## src/rtl/ha_array_accum_ctrl.sv

```systemverilog
// Sequencing controller for the 8x8 approximate-multiplier HA array: latches an operand pair,
// sums the four array rows one per clock into a product and holds it until the consumer takes it.
module ha_array_accum_ctrl #(
  parameter int OUT_W = 16,
  parameter int CNT_W = 16
) (
  input  logic             clk,
  input  logic             rst_n,
  input  logic             in_valid,
  output logic             in_ready,
  input  logic [7:0]       in_x,
  input  logic [7:0]       in_y,
  output logic [7:0]       arr_x,
  output logic [7:0]       arr_y,
  input  logic [6:0]       arr0_b,
  input  logic [8:0]       arr0_t,
  input  logic [6:0]       arr1_b,
  input  logic [8:0]       arr1_t,
  input  logic [6:0]       arr2_b,
  input  logic [8:0]       arr2_t,
  input  logic [6:0]       arr3_b,
  input  logic [8:0]       arr3_t,
  output logic             out_valid,
  input  logic             out_ready,
  output logic [OUT_W-1:0] out_p,
  output logic             busy,
  output logic [CNT_W-1:0] op_count
);

  typedef enum logic [1:0] {IDLE, ACCUM, HOLD} state_t;

  state_t             state_q, state_d;
  logic [7:0]         arr_x_q, arr_x_d, arr_y_q, arr_y_d;
  logic [OUT_W-1:0]   acc_q, acc_d, out_p_q, out_p_d;
  logic [1:0]         row_idx_q, row_idx_d;
  logic               out_valid_q, out_valid_d;
  logic [CNT_W-1:0]   op_count_q, op_count_d;

  logic [8:0]         row_t;
  logic [6:0]         row_b;
  logic [4:0]         row_sh;
  logic [OUT_W-1:0]   row_val, row_sum;

  // Row i sits at base weight 2i; the carry vector is two bits above the sum vector.
  always_comb begin
    row_t = arr0_t;
    row_b = arr0_b;
    case (row_idx_q)
      2'd1: begin row_t = arr1_t; row_b = arr1_b; end
      2'd2: begin row_t = arr2_t; row_b = arr2_b; end
      2'd3: begin row_t = arr3_t; row_b = arr3_b; end
      default: begin row_t = arr0_t; row_b = arr0_b; end
    endcase
    row_sh  = {2'b00, row_idx_q, 1'b0};
    row_val = (OUT_W'(row_t) << row_sh) + (OUT_W'(row_b) << (row_sh + 5'd2));
    row_sum = acc_q + row_val;
  end

  always_comb begin
    state_d     = state_q;
    arr_x_d     = arr_x_q;
    arr_y_d     = arr_y_q;
    acc_d       = acc_q;
    row_idx_d   = row_idx_q;
    out_valid_d = out_valid_q;
    out_p_d     = out_p_q;
    op_count_d  = op_count_q;
    case (state_q)
      IDLE: begin
        if (in_valid) begin
          arr_x_d   = in_x;
          arr_y_d   = in_y;
          acc_d     = '0;
          row_idx_d = 2'd0;
          state_d   = ACCUM;
        end
      end
      ACCUM: begin
        if (row_idx_q == 2'd3) begin
          out_p_d     = row_sum;
          out_valid_d = 1'b1;
          state_d     = HOLD;
        end else begin
          acc_d     = row_sum;
          row_idx_d = row_idx_q + 2'd1;
        end
      end
      HOLD: begin
        if (out_ready) begin
          out_valid_d = 1'b0;
          if (op_count_q != {CNT_W{1'b1}}) op_count_d = op_count_q + 1'b1;
          state_d = IDLE;
        end
      end
      default: state_d = IDLE;
    endcase
  end

  always_ff @(posedge clk or negedge rst_n) begin
    if (!rst_n) begin
      state_q     <= IDLE;
      arr_x_q     <= '0;
      arr_y_q     <= '0;
      acc_q       <= '0;
      row_idx_q   <= '0;
      out_valid_q <= 1'b0;
      out_p_q     <= '0;
      op_count_q  <= '0;
    end else begin
      state_q     <= state_d;
      arr_x_q     <= arr_x_d;
      arr_y_q     <= arr_y_d;
      acc_q       <= acc_d;
      row_idx_q   <= row_idx_d;
      out_valid_q <= out_valid_d;
      out_p_q     <= out_p_d;
      op_count_q  <= op_count_d;
    end
  end

  assign in_ready  = (state_q == IDLE);
  assign busy      = (state_q != IDLE);
  assign arr_x     = arr_x_q;
  assign arr_y     = arr_y_q;
  assign out_valid = out_valid_q;
  assign out_p     = out_p_q;
  assign op_count  = op_count_q;

endmodule

```

## config.mk

```make
export PLATFORM = sky130hd
export DESIGN_NAME = ha_array_accum_ctrl
export DESIGN_NICKNAME = d
export VERILOG_FILES = /design/src/rtl/ha_array_accum_ctrl.sv
export SDC_FILE = /design/constraint.sdc
export NUM_CORES = 1
export LEC_CHECK = 0
export CAP_MARGIN = 20
export CELL_PAD_IN_SITES_DETAIL_PLACEMENT = 0
export CELL_PAD_IN_SITES_GLOBAL_PLACEMENT = 1
export CORE_MARGIN = 4
export CORE_UTILIZATION = 39
export DETAILED_ROUTE_END_ITERATION = 10
export PLACE_DENSITY_LB_ADDON = 0.1
export SYNTH_ARGS = -nofsm -noshare
export SYNTH_HDL_FRONTEND = slang
export SYNTH_SLANG_ARGS = --single-unit
```

## constraint.sdc

```tcl
create_clock -name clk -period 14.02 [get_ports clk]
set_input_delay 4.206 -clock clk [delete_from_list [all_inputs] [get_ports clk]]
set_output_delay 4.206 -clock clk [all_outputs]
set_load 0.02 [all_outputs]
```

==> results_dict.tcl, run 1 <==
set metrics [dict create \
    worst-path-stages 16 \
    drive_gt1_frac 0.09729 \
    insertion_delay_ns 0.33 \
    syn_to_final_growth_pct 37.27 \
    vias_per_cell 5.295 \
    cp_max_fo 5 \
    overflow 0 \
    timing.rr.end "out_p[14]$_DFFE_PN0P_" \
    drv_cap 0 \
    required_ns 14.29 \
    ys_seq_area_frac 0.3671 \
    crit_path_end_kind "flip-flop" \
    critPathLaunchType "input port" \
    ant_nets 0 \
    drc 0 \
    drtIter0Drc 241 \
    post-route-util 0.5559 \
    slew_headroom 0.4043 \
    multi_input_area_sq_um 2724 \
    chipWidth_microns 117.8 \
    drt_wl_total_microns 13050 \
    antenna_found_initial 0 \
    ys.flop_type "dfrtp_1" \
    rows 39 \
    postCtsSetupBuffers 0 \
    cts_tree "done" \
    synth_area_sq_um 4703 \
    reg2reg_slack_ns 8.71 \
    cts_root_buffer "clkbuf_16" \
    first_pass_iters 5 \
    slowest_stage "or4_1" \
    skew_ns 0.004996 \
    io_pins 135 \
    clk_pin_slew_worst_paths_ns 0.06 \
    coreArea_sq_um 11610 \
    worstRegToRegCells 14 \
    yosys_warnings 0 \
    regArea_sq_um 1727 \
    layout_commonest_cell "clkdlybuf4s50_1" \
    hold_viol 0 \
    synth_edf_count 0 \
    crit_chain "clkdlybuf4s50_1 -> a222oi_1 -> inv_1 -> mux4_2 -> mux2_2 -> nand2b_1 -> fa_1 -> inv_1 -> ha_1 -> o21ai_0 -> nand2b_1 -> a21oi_1 -> o31a_1 -> o21a_1 -> or4_1 -> nand3_1" \
    hold-worst-slack_ns 0.4856 \
    worstMarginPinSlew_ns 0.8936 \
    vias 4077 \
    min_period_ns 7.906 \
    port_buffers 134 \
    syn_area_per_cell_sq_um 9.502 \
    grtUsageTotal 0.1912 \
    gp_congestion 0.8702 \
    grt_pass1_wl_microns 21710 \
    post-dp-hpwl_microns 10010 \
    initial_core_util 0.4050 \
    endpoint "out_p[14]$_DFFE_PN0P_" \
    synth_cells 495 \
    cp_top_family "compound AO/OA/AOI/OAI gates" \
    slew_violations 0 \
    period_share 0.5639 \
    cts.path.max_buffers 2 \
    cts_max_level 3 \
    synth_top_area_share 0.3671 \
    fin_nets 741 \
    cts-resized-gates 0 \
    finalSetupViolCount 0 \
    arrival_ns 8.17 \
    yosys-top-cells-area "dfrtp_1 37%, mux2_2 6.9%, fa_1 6.8%" \
    first_global_vias 4155 \
    ys_types 54 \
    crit_type "in -> reg" \
    die_area_sq_um 13880 \
    critical_path.max_stage_delay_ns 0.52 \
    rsz0062_at_grt "no" \
    tns_ns 0 \
    status "finished, final reports clean" \
    cts_sinks 69 \
    synth-seq-cells 69 \
    mostFrequentLayoutCells "133 x clkdlybuf4s50_1, 69 x dfrtp_1, 56 x nand2_1, 42 x nor2_1, 39 x inv_1" \
    synth_async_sr_flop_share 1.000 \
    crit_path_start "arr3_b[3]" \
    hold_buffers 0 \
    hp-class "reg -> reg" \
    max_freq_mhz 126.5 \
    crit_buf_inv 3 \
    cts_buffers 9 \
    yosys.area.top_type "dfrtp_1" \
    grt_max_degree 70 \
    r2r-start "row_idx_q[0]$_DFFE_PN0P_" \
    antenna_cells 0 \
    wire_per_inst_microns 16.95 \
    n_fill_cell 1055 \
    fp.dieH_microns 117.8 \
    syn-num-nets 614 \
]
## synth_stat cells (3+ instances only)
library cell	n
a22oi_1	5
clkbuf_1	16
nand4_1	6
mux4_2	4
nand2_1	56
ha_1	19
a21oi_1	23
nand2b_1	9
dfrtp_1	69
a22o_1	4
a222oi_1	13
fa_1	16
a31oi_1	3
mux2_2	29
o21ai_0	34
nand3b_1	4
and2_1	5
nand3_1	8
xor2_1	8
mux2i_1	9
buf_2	4
nor2b_1	4
nor3_1	9
inv_1	39
nor2_1	42
xnor2_1	18
## flip-flops by register name, indices dropped and copies added, names as in the netlist
name,cells
acc_q,16
op_count,16
out_p,16
arr_x,8
arr_y,8
row_idx_q,2
state_q,2
out_valid,1
## cells by family after synthesis
family          synth area share
mux                       0.1077
fa+ha+maj                 0.1186
xor+xnor                 0.05188
compound gates            0.1471
buf+inv                  0.05374
simple gates              0.1538
flops                     0.3671
## metal layers
layer  track usage  up-vias  wire, microns
met2        0.3011      140           5842
met5             0        -              0
li1              -     1982              -
met1        0.2650     1935           6238
met3       0.04565       20            775
met4       0.05055        0            197
## worst min path at each step
stage,startpoint,depth (start not counted),endpoint,slack [ns]
floorplan,acc_q[12]$_DFFE_PN0P_,2,acc_q[12]$_DFFE_PN0P_,0.47
global placement,out_p[8]$_DFFE_PN0P_,2,out_p[8]$_DFFE_PN0P_,0.47
detailed placement,out_p[5]$_DFFE_PN0P_,2,out_p[5]$_DFFE_PN0P_,0.47
CTS,out_p[12]$_DFFE_PN0P_,2,out_p[12]$_DFFE_PN0P_,0.49
global route,arr_x[1]$_DFFE_PN0P_,1,arr_x[1]$_DFFE_PN0P_,0.52
finish,out_p[12]$_DFFE_PN0P_,2,out_p[12]$_DFFE_PN0P_,0.49
## worst register-to-register path: stages, from the launching register on
cell and delay, ns:
dfrtp_1 0.86, ha_1 0.63, buf_4 0.36, a222oi_1 0.18, mux4_2 0.58, a211o_1 0.35, fa_1 0.48, inv_1 0.04
ha_1 0.33, a211oi_1 0.10, o211a_1 0.18, o31a_1 0.34, o21a_1 0.22, or4_1 0.52, nand3_1 0.08
## per-stage QoR
step / std cells / setup slack, ns / cell area [sq um]
after floorplan: 495 / 6.579 / 4703
after global placement: 754 / 5.870 / 6153
after detailed placement: 754 / 5.807 / 6153
after CTS: 770 / 6.137 / 6456
after global routing: 770 / 5.760 / 6456
final: 770 / 6.114 / 6456
## layout make-up
cell class | instances | share of cell area
flip-flops and latches | 69 | 0.2674
repair buffers | 138 | 0.2116
clock buffers | 11 | 0.03760
multi-input cells | 362 | 0.4219
well taps | 143 | 0.02771
clock inverters | 5 | 0.009302
inverters | 42 | 0.02442
Power of run 1 is left out: the tool's default activity adds up to more than one toggle a clock period on the data nets, which glitch-free logic cannot reach.
==> run 2, diff against run 1 <==
--- a/config.mk
+++ b/config.mk
@@ -9,7 +9,7 @@
 export CELL_PAD_IN_SITES_DETAIL_PLACEMENT = 0
 export CELL_PAD_IN_SITES_GLOBAL_PLACEMENT = 1
 export CORE_MARGIN = 4
-export CORE_UTILIZATION = 39
+export CORE_UTILIZATION = 36
 export DETAILED_ROUTE_END_ITERATION = 10
 export PLACE_DENSITY_LB_ADDON = 0.1
 export SYNTH_ARGS = -nofsm -noshare
==> constraint.sdc (replaced) <==
create_clock -name clk -period 7.57 [get_ports clk]
set_input_delay 2.271 -clock clk [delete_from_list [all_inputs] [get_ports clk]]
set_output_delay 2.271 -clock clk [all_outputs]
set_load 0.02 [all_outputs]
==> run 2 against run 1 <==
- flip-flop and latch count stayed put
- wire length is 0.87% higher
- worst setup slack got worse by 4.5 ns
- highest routed layer unchanged
- core utilization decreased by 4.7 points
- clock skew increased by 0.0036 ns
- cell count grew 3.8%
- register-to-register slack worse by 6.5 ns
- cell area rose by 0.27%
- critical endpoint is now acc_q[15]$_DFFE_PN0P_
- worst hold slack gained 0.0057 ns
- via count shrank 1.1%
- count of clock-buffer cells in the layout fell by 1
==> results_dict.tcl, run 2 (same netlist as run 1, synthesis figures left out) <==
set metrics [dict create \
    status "finished, final reports clean" \
    insertion_delay_ns 0.34 \
    period_share 0.7816 \
    cts_sinks 69 \
    multi_input_area_sq_um 2724 \
    post-dp-hpwl_microns 10220 \
    skew_ns 0.008636 \
    hp-class "reg -> reg" \
    min_period_ns 5.917 \
    cts-resized-gates 0 \
    hold_buffers 0 \
    dpl_cell_area_sq_um 6190 \
    ant_nets 0 \
    drc 0 \
    crit_top_cell "fa_1" \
    n_fill_cell 1241 \
    crit_buf_inv 1 \
    crit_chain "clkdlybuf4s50_1 -> a222oi_1 -> nand2_1 -> a31oi_1 -> nor3_1 -> fa_1 -> fa_1 -> a211oi_1 -> o21ai_1 -> a21oi_1 -> o311ai_4 -> xor2_2 -> a22oi_1 -> o21ai_0" \
    drive_gt1_frac 0.09888 \
    mostFrequentLayoutCells "133 x clkdlybuf4s50_1, 69 x dfrtp_1, 56 x nand2_1, 42 x nor2_1, 39 x inv_1" \
    grtUsageTotal 0.1805 \
    initial_core_util 0.3697 \
    io_pins 135 \
    fin_nets 741 \
    regArea_sq_um 1727 \
    wire_per_inst_microns 16.48 \
    worstRegToRegCells 14 \
    max_freq_mhz 169.0 \
    first_pass_iters 5 \
    antenna_cells 0 \
    cts_max_level 3 \
    hold_viol 0 \
    required_ns 7.78 \
    critical_path.max_stage_delay_ns 0.52 \
    postCtsSetupBuffers 0 \
    layout_commonest_cell "clkdlybuf4s50_1" \
    cp_top_family "compound AO/OA/AOI/OAI gates" \
    cts_tree "done" \
    worstMarginPinSlew_ns 0.9656 \
    crit_path_end_kind "flip-flop" \
    gp_congestion 0.8608 \
    arrival_ns 6.12 \
    chipWidth_microns 122.3 \
    crit_type "in -> reg" \
    finalSetupViolCount 0 \
    grt_max_degree 70 \
    finalInstanceArea_sq_um 6474 \
    worst-path-stages 14 \
    hold_depth 1 \
    port_buffers 134 \
    syn_to_final_growth_pct 37.64 \
    vias 4031 \
    slew_violations 0 \
    grt_pass1_wl_microns 21030 \
    fp.dieH_microns 122.3 \
    stdcell_count 799 \
    die_area_sq_um 14960 \
    cts_buffers 9 \
    rows 41 \
    slowest_stage "fa_1" \
    cts.path.max_buffers 2 \
    critPathLaunchType "input port" \
    coreArea_sq_um 12720 \
    drv_cap 0 \
    antenna_found_initial 0 \
    placedCellCount 783 \
    overflow 0 \
    drt_wl_total_microns 13170 \
    clk_pin_slew_worst_paths_ns 0.06 \
    tns_ns 0 \
    rsz0062_at_grt "no" \
    slew_headroom 0.3562 \
    cts_root_buffer "clkbuf_16" \
    first_global_vias 3978 \
    drtIter0Drc 235 \
    vias_per_cell 5.045 \
    cp_max_fo 3 \
]
run 2: layout make-up:
class	instances	share of cell area
clock buffers	10	0.03692
inverters	42	0.02435
clock inverters	6	0.006958
flip-flops and latches	69	0.2667
well taps	172	0.03324
repair buffers	138	0.2111
multi-input cells	362	0.4208
run 2: path summary, 6_finish.rpt:
check	start	endpoint	slack, ns
worst max-delay path	arr3_b[0]	acc_q[15]$_DFFE_PN0P_	1.65
max in group asynchronous	rst_n	acc_q[4]$_DFFE_PN0P_	4.85
worst max register to register	row_idx_q[0]$_DFFE_PN0P_	out_p[14]$_DFFE_PN0P_	2.26
worst min-delay path	op_count[14]$_DFFE_PN0P_	op_count[14]$_DFFE_PN0P_	0.49
worst min register to register	op_count[14]$_DFFE_PN0P_	op_count[14]$_DFFE_PN0P_	0.49
min in group asynchronous	rst_n	arr_y[6]$_DFFE_PN0P_	2.14
run 2: stage by stage:
stage | utilization | setup WS [ns] | hold slack (ns)
after floorplan | - | 2.064 | 0.4688
after global placement | 0.4865 | 1.354 | 0.4697
after detailed placement | 0.4865 | 1.313 | 0.4767
after CTS | 0.5089 | 1.646 | 0.4942
after global routing | 0.5089 | 1.380 | 0.5067
final | 0.5089 | 1.653 | 0.4914
run 2: worst reg2reg max path, stage by stage (launching register included):
cell	delay (ns)
dfrtp_1	0.88
ha_1	0.63
buf_4	0.36
a222oi_1	0.18
mux4_2	0.58
a211o_1	0.35
fa_1	0.48
inv_1	0.04
ha_1	0.34
a211oi_1	0.09
o211a_1	0.17
o31a_1	0.33
o21a_1	0.22
or4_1	0.51
nand3_1	0.08
run 2: routing by layer:
metal  global-route usage  part of all wire  vias to the layer above  wire length (microns)
met5                    0                 0                        -                      0
met4              0.04479            0.0088                        0                    116
met3              0.04793             0.070                        7                    922
met2               0.2796              0.45                      119                   5871
met1               0.2523              0.48                     1919                   6256
li1                     -                 -                     1986                      -
Power of run 2 is left out for the same reason.
